## src/rtl/alu_cmd_driver.sv

```systemverilog
// Command-side initiator for a registered ALU. Accepts one operation per
// valid/ready handshake, drives registered operands/op to the ALU, waits out
// the ALU register latency, captures Z/overflow and returns them on a
// valid/ready response channel. Supports result chaining and keeps a
// saturating overflow-event counter.
module alu_cmd_driver #(
  // Register stages inside the driven ALU; legal range 1..15.
  parameter int unsigned ALU_LAT      = 1,
  parameter int unsigned DATA_WIDTH   = 8,
  parameter int unsigned ALU_OP_WIDTH = 4
) (
  input  logic                    clk_i,
  input  logic                    rst_ni,
  // Command channel
  input  logic                    cmd_valid_i,
  output logic                    cmd_ready_o,
  input  logic [DATA_WIDTH-1:0]   cmd_a_i,
  input  logic [DATA_WIDTH-1:0]   cmd_b_i,
  input  logic [ALU_OP_WIDTH-1:0] cmd_op_i,
  input  logic                    cmd_chain_i,
  // ALU side
  output logic [DATA_WIDTH-1:0]   alu_a_o,
  output logic [DATA_WIDTH-1:0]   alu_b_o,
  output logic [ALU_OP_WIDTH-1:0] alu_ctrl_o,
  input  logic [DATA_WIDTH-1:0]   alu_z_i,
  input  logic                    alu_ovf_i,
  // Response channel
  output logic                    rsp_valid_o,
  input  logic                    rsp_ready_i,
  output logic [DATA_WIDTH-1:0]   rsp_z_o,
  output logic                    rsp_ovf_o,
  // Debug
  output logic [7:0]              ovf_count_o,
  input  logic                    ovf_clr_i,
  output logic                    busy_o
);

  localparam logic [1:0] StIdle = 2'd0;
  localparam logic [1:0] StExec = 2'd1;
  localparam logic [1:0] StResp = 2'd2;

  localparam logic [3:0] LatInit = 4'(ALU_LAT);

  logic [1:0]              state_q, state_d;
  logic [3:0]              lat_cnt_q, lat_cnt_d;
  logic [DATA_WIDTH-1:0]   alu_a_q, alu_a_d;
  logic [DATA_WIDTH-1:0]   alu_b_q, alu_b_d;
  logic [ALU_OP_WIDTH-1:0] alu_ctrl_q, alu_ctrl_d;
  logic [DATA_WIDTH-1:0]   rsp_z_q, rsp_z_d;
  logic                    rsp_ovf_q, rsp_ovf_d;
  logic [DATA_WIDTH-1:0]   last_z_q, last_z_d;
  logic [7:0]              ovf_count_q, ovf_count_d;
  logic                    cmd_ready_q, rsp_valid_q, busy_q;
  logic                    accept;
  logic                    capture;

  // Handshake qualifies on the registered ready so nothing is taken in the
  // cycle right after reset release, while cmd_ready_o is still low.
  assign accept = cmd_valid_i & cmd_ready_q & (state_q == StIdle);

  // FSM next state, latency countdown and operand loading.
  always_comb begin
    state_d    = state_q;
    lat_cnt_d  = lat_cnt_q;
    alu_a_d    = alu_a_q;
    alu_b_d    = alu_b_q;
    alu_ctrl_d = alu_ctrl_q;
    capture    = 1'b0;
    case (state_q)
      StIdle: begin
        if (accept) begin
          alu_a_d    = cmd_chain_i ? last_z_q : cmd_a_i;
          alu_b_d    = cmd_b_i;
          alu_ctrl_d = cmd_op_i;
          lat_cnt_d  = LatInit;
          state_d    = StExec;
        end
      end
      StExec: begin
        // Count reaches zero at the edge where ALU Z reflects our operands;
        // the capture happens on the edge after that.
        if (lat_cnt_q != 4'd0) begin
          lat_cnt_d = lat_cnt_q - 4'd1;
        end else begin
          capture = 1'b1;
          state_d = StResp;
        end
      end
      StResp: begin
        if (rsp_ready_i) begin
          state_d = StIdle;
        end
      end
      default: begin
        state_d = StIdle;
      end
    endcase
  end

  // Result capture into the response holding registers and the chain source.
  always_comb begin
    rsp_z_d   = rsp_z_q;
    rsp_ovf_d = rsp_ovf_q;
    last_z_d  = last_z_q;
    if (capture) begin
      rsp_z_d   = alu_z_i;
      rsp_ovf_d = alu_ovf_i;
      last_z_d  = alu_z_i;
    end
  end

  // Saturating overflow counter; a clear beats a coincident increment.
  always_comb begin
    ovf_count_d = ovf_count_q;
    if (ovf_clr_i) begin
      ovf_count_d = 8'd0;
    end else if (capture && alu_ovf_i && (ovf_count_q != 8'hFF)) begin
      ovf_count_d = ovf_count_q + 8'd1;
    end
  end

  // State and datapath registers.
  always_ff @(posedge clk_i or negedge rst_ni) begin
    if (!rst_ni) begin
      state_q     <= StIdle;
      lat_cnt_q   <= 4'd0;
      alu_a_q     <= '0;
      alu_b_q     <= '0;
      alu_ctrl_q  <= '0;
      rsp_z_q     <= '0;
      rsp_ovf_q   <= 1'b0;
      last_z_q    <= '0;
      ovf_count_q <= 8'd0;
    end else begin
      state_q     <= state_d;
      lat_cnt_q   <= lat_cnt_d;
      alu_a_q     <= alu_a_d;
      alu_b_q     <= alu_b_d;
      alu_ctrl_q  <= alu_ctrl_d;
      rsp_z_q     <= rsp_z_d;
      rsp_ovf_q   <= rsp_ovf_d;
      last_z_q    <= last_z_d;
      ovf_count_q <= ovf_count_d;
    end
  end

  // Registered status outputs, decoded from the next state so they line up
  // with state_q; all read 0 while in reset.
  always_ff @(posedge clk_i or negedge rst_ni) begin
    if (!rst_ni) begin
      cmd_ready_q <= 1'b0;
      rsp_valid_q <= 1'b0;
      busy_q      <= 1'b0;
    end else begin
      cmd_ready_q <= (state_d == StIdle);
      rsp_valid_q <= (state_d == StResp);
      busy_q      <= (state_d != StIdle);
    end
  end

  assign cmd_ready_o = cmd_ready_q;
  assign rsp_valid_o = rsp_valid_q;
  assign busy_o      = busy_q;
  assign alu_a_o     = alu_a_q;
  assign alu_b_o     = alu_b_q;
  assign alu_ctrl_o  = alu_ctrl_q;
  assign rsp_z_o     = rsp_z_q;
  assign rsp_ovf_o   = rsp_ovf_q;
  assign ovf_count_o = ovf_count_q;

endmodule

```

## config.mk

```make
export PLATFORM = sky130hd
export DESIGN_NAME = alu_cmd_driver
export DESIGN_NICKNAME = d
export VERILOG_FILES = /design/src/rtl/alu_cmd_driver.sv
export SDC_FILE = /design/constraint.sdc
export NUM_CORES = 1
export LEC_CHECK = 0
export BUFFER_PORTS_ARGS = -buffer_cell sky130_fd_sc_hd__buf_4
export CORE_MARGIN = 1
export CORE_UTILIZATION = 45
export CTS_CLUSTER_SIZE = 40
export DETAILED_ROUTE_END_ITERATION = 16
export PLACE_DENSITY = 0.79
export SYNTH_ARGS = -nofsm -noshare
export SYNTH_HDL_FRONTEND = slang
export SYNTH_SLANG_ARGS = --single-unit
```

## constraint.sdc

```tcl
create_clock -name clk_i -period 2.8 [get_ports clk_i]
set_input_delay 0 -clock clk_i [delete_from_list [all_inputs] [get_ports clk_i]]
set_output_delay 0 -clock clk_i [all_outputs]
set_load 0.01 [all_outputs]
```

# Yosys cells after proc, flatten, opt, wreduce, memory -nomap -nowiden
# Cells that the tools add are included.
[classes]
n_reduce_logical = 10
n_bitwise = 2
mux = 12
eq_ne = 6
addsub = 2
[op_table]
columns = ["op", "count"]
rows = [
  ["two-way mux 8 bit", 3],
  ["adder 8 x 1 -> 8 bit, second input constant", 1],
  ["two-way mux 4 bit", 2],
  ["!= test 8 bit, second input constant", 1],
  ["one-hot mux 4 bit (2 select lines)", 1],
  ["two-way mux 2 bit", 3],
  ["one-hot mux 2 bit (3 select lines)", 1],
  ["nonzero test 2 bit", 3],
  ["equality test 2 bit, second input constant", 2],
  ["logical NOT 2 bit", 2],
  ["!= test 2 bit, second input constant", 2],
  ["nonzero test 4 bit", 1],
  ["subtractor 4 x 1 -> 4 bit, second input constant", 1],
  ["AND reduction 3 bit", 1],
  ["bitwise AND 1 bit", 2],
  ["equality test 2 x 1 -> 1 bit, second input constant", 1],
  ["logical AND 1 bit", 2],
  ["two-way mux 1 bit", 2],
  ["AND reduction 2 bit", 1],
]
[word_totals]
reg_bits = 46
output_inout_bits = 40
wordCells = 43
input_bits = 35

# Longest topological paths before layout
[logic_depth]
depth_word = 7
depth_mapped = 7
ltp_nobuf = 6

# Worst setup path after synthesis
# OpenSTA, ideal clock, no wires.
[synth_timing]
kind = "register to register"
start = "register lat_cnt_q[0]"
end = "register ovf_count_q[5] (netlist: ovf_count_o[5])"
arrival_ps = 1576
path_buffers = 0
stages_incl_launch_ff = 7
required_time_ps = 2675
period_less_slack_ps = 1701
setup_time_ps = 125
setup_slack_ps = 1099
path_cell_list = "dfrtp_1 -> inv_1 -> ha_1 -> nor3b_2 -> nand3_2 -> nor4_1 -> mux2_2"
[synth_via]
elab_chain_len = 6
[synth_lines]
columns = ["item", "line", "source"]
rows = [
  ["start, declared", "45", "logic [3:0] lat_cnt_q, lat_cnt_d;"],
  ["start signal, assigned", "136", "lat_cnt_q <= lat_cnt_d;"],
  ["nonzero test 4 bit", "82", "if (lat_cnt_q != 4'd0) begin"],
  ["two-way mux 1 bit", "82", ""],
  ["two-way mux 1 bit", "69", "case (state_q)"],
  ["logical AND 1 bit (2 in series)", "117", "end else if (capture && alu_ovf_i && (ovf_count_q != 8'hFF)) begin"],
  ["nonzero test 2 bit (no source line)", "n/a", ""],
  ["end signal, assigned", "143", "ovf_count_q <= ovf_count_d;"],
  ["end, declared", "52", "logic [7:0] ovf_count_q, ovf_count_d;"],
]
# Every way passes these cells.
# A chain may end at the register's enable or synchronous reset.

# Final worst setup path
[layout_timing]
start = "register lat_cnt_q[1]"
end = "register ovf_count_q[5] (netlist: ovf_count_o[5])"
# Same word-level chain as after synthesis.

==> impl_metrics.yaml <==
pwr:
  power.leakage_nw: 1.39
  vdd_drop_max_uv: 374
  power-per-cell-area_mw_per_mm2: 924
  power.total_mw: 2.70
drt:
  maxUsedRoutingLayer: "met4"
  dr_wl_met2_um: 2220
  met1_length_um: 1800
  drt-vias-per-instance: 5.19
  ant_nets: 0
  first_iter_violations: 62
  drc: 0
  route.vias.total: 1623
  wl_um: 4470
  wire_per_inst_um: 14.3
  dr.pass1.iters: 4
  wl_met3_um: 320
timing:
  finalWorstPathRequiredPeriod_ps: 2030
  period_share: 0.726
  rsz0062_at_grt: "false"
  fmax_mhz: 492
  drv_slew: 0
  finalClockSkew_ps: 7.26
  setup_tns_ps: 0
  setup_viol: 0
  worst_pin_slew_ps: 572
  final_hold_viol_count: 0
  relSlewSlack: 0.617
grt:
  grt_usage: 0.205
  overflow: 0
  grt_pass1_wl_um: 6910
  grt_max_degree: 47
  first_global_vias: 1564
  antenna_found_initial: 0
cts:
  cts_tree: "done"
  numCtsBuffers: 5
  post_cts_buffers: 0
  cts.reportedPaths.clkPinSlew_ps: 90
  cts_sinks: 46
  cts.path.max_buffers: 2
  cts_max_level: 2
  clk_latency_ps: 300
  cts_root_buffer: "clkbuf_8"
die:
  die_area_mm2: 0.00467
  die_h_um: 68.3
  initial_core_util: 0.481
  rows: 23
  coreArea_mm2: 0.00412
  die_w_um: 68.3
  ioPinCount: 75
synth:
  syn-num-nets: 202
  yosysWarnings: 0
  synthDistinctLibCells: 31
  syn-cell-area_mm2: 0.00198
  ys_seq_area_frac: 0.582
  avgSynthCellArea_um2: 12.1
  synth_edf_count: 0
  synthArstFlopShare: 1.00
  synth_seq_cells: 46
  syn_inst: 164
  synth_ff_type: "dfrtp_1"
placement:
  hpwl_um: 3000
  numPortBuffers: 74
  place.gp.congestion: 0.709
worst_setup_path:
  crit_chain: "inv_1 > ha_1 > nor3b_2 > nand3_2 > nor4_1 > mux2_2"
  cp_data_required_time_ps: 2980
  startpoint_type: "flop"
  arrival_ps: 2210
  crit_type: "flop to flop"
  cp_max_fo: 16
  cp-end-kind: "flop"
  cp_slowest_cell: "dfrtp_1"
  slowest_delay_ps: 390
layout:
  layout_commonest_cell: "buf_4"
  num_antenna_cells: 0
  mostFrequentLayoutCells: "buf_4 (75), dfrtp_1 (46), dlygate4sd3_1 (24), mux2_2 (22)"
  area_delta_synth_final_pct: 47.6
  drive_above_1_share: 0.426
  num-nets-final: 300
run_status:
  run_status: "finished clean"
min_path:
  hp-class: "input pin to flop"
job:
  maxCapViolations: 0
==> kinds of logic after synthesis <==
group | after synthesis | share of synthesized area
fa+ha+maj | 3 | 0.0190
flops | 46 | 0.582
mux | 30 | 0.166
buf+inv | 12 | 0.0265
simple gates | 47 | 0.127
compound gates | 24 | 0.0714
xor+xnor | 2 | 0.00885
==> synth_stat cells (2+ instances only) <==
| cell | instances | area [µm²] |
|---|---|---|
| mux2_2 | 22 | 248 |
| or4_1 | 3 | 22.5 |
| mux2i_1 | 8 | 80.1 |
| buf_1 | 2 | 7.51 |
| dfrtp_1 | 46 | 1150 |
| xor2_1 | 2 | 17.5 |
| or3_1 | 2 | 12.5 |
| nand2_1 | 10 | 37.5 |
| a21oi_1 | 14 | 70.1 |
| nor3_1 | 2 | 10.0 |
| nand3_1 | 4 | 20.0 |
| ha_1 | 3 | 37.5 |
| nor2_1 | 14 | 52.6 |
| o31ai_1 | 3 | 22.5 |
| o41ai_1 | 2 | 17.5 |
| nand4_1 | 2 | 12.5 |
| inv_1 | 4 | 15.0 |
| buf_2 | 6 | 30.0 |
| o21ai_0 | 3 | 15.0 |
==> area by class of cell <==
cell class | instances | area (µm²)
Clock inverter | 3 | 40.0
Inverter | 4 | 15.0
Multi-Input combinational cell | 106 | 781
Clock buffer | 5 | 68.8
Fill cell | 306 | 1190
Timing Repair Buffer | 99 | 803
Sequential cell | 46 | 1150
Tap cell | 50 | 62.6
==> power breakdown <==
part / switching [mW] / internal, mW / leakage (nW) / total (mW)
logic: 0.488 / 0.620 / 0.772 / 1.11
clock network: 0.214 / 0.263 / 0.0579 / 0.477
registers: 0.174 / 0.941 / 0.559 / 1.12
==> worst max-delay path: cells and delay by family, from the launching register on <==
| kind | cells | cell delay, ps |
|---|---|---|
| and+or+nand+nor | 3 | 910 |
| DFF | 1 | 390 |
| muxes | 1 | 370 |
| adders and majority gates | 1 | 160 |
| buffers and inverters | 1 | 100 |
==> flip-flops by register name, indices dropped and copies added (netlist names), 2 cells and up <==
| signal | flops |
|---|---|
| alu_ctrl_o | 4 |
| last_z_q | 8 |
| state_q | 2 |
| ovf_count_o | 8 |
| lat_cnt_q | 4 |
| alu_b_o | 8 |
| alu_a_o | 8 |
==> stage by stage <==
| step | hold WS (ps) | setup slack, ps | util | instances | instance area [µm²] |
|---|---|---|---|---|---|
| after global placement | 38.3 | 867 | 0.625 | 281 | 2570 |
| after floorplan | -296 | 1100 | - | 164 | 1980 |
| after detailed placement | 38.3 | 760 | 0.625 | 281 | 2570 |
| final | 3.66 | 768 | 0.710 | 313 | 2920 |
| after global routing | 11.4 | 633 | 0.710 | 313 | 2920 |
| after CTS | 2.07 | 743 | 0.710 | 313 | 2920 |
==> worst paths after layout <==
| path | start | to | slack [ps] | cells past startpoint |
|---|---|---|---|---|
| worst max-delay path | lat_cnt_q[1]$_DFFE_PN0P_ | ovf_count_o[5]$_DFFE_PN0P_ | 770 | 6 |
| worst min-delay path | cmd_a_i[5] | alu_a_o[5]$_DFFE_PN0P_ | 4 | 3 |
| worst max register to register | lat_cnt_q[1]$_DFFE_PN0P_ | ovf_count_o[5]$_DFFE_PN0P_ | 770 | 6 |
| worst min register to register | alu_b_o[6]$_DFFE_PN0P_ | alu_b_o[6]$_DFFE_PN0P_ | 510 | 1 |
| max in group asynchronous | rst_ni | alu_b_o[1]$_DFFE_PN0P_ | 2180 | 2 |
| min in group asynchronous | rst_ni | rsp_valid_o$_DFF_PN0_ | 250 | 2 |
==> routing by layer <==
layer	vias up	GRT usage
met4	0	0.128
met2	60	0.328
met5	-	0
met1	770	0.246
li1	778	-
met3	15	0.0533
==> timing repair <==
action                                  4_1_cts  5_1_grt
gates resized for setup                       0        0
endpoints found under the hold margin        75        0
endpoints found under the setup margin        0        0
hold buffers                                 24        0
(Power assumes the default switching activity.)
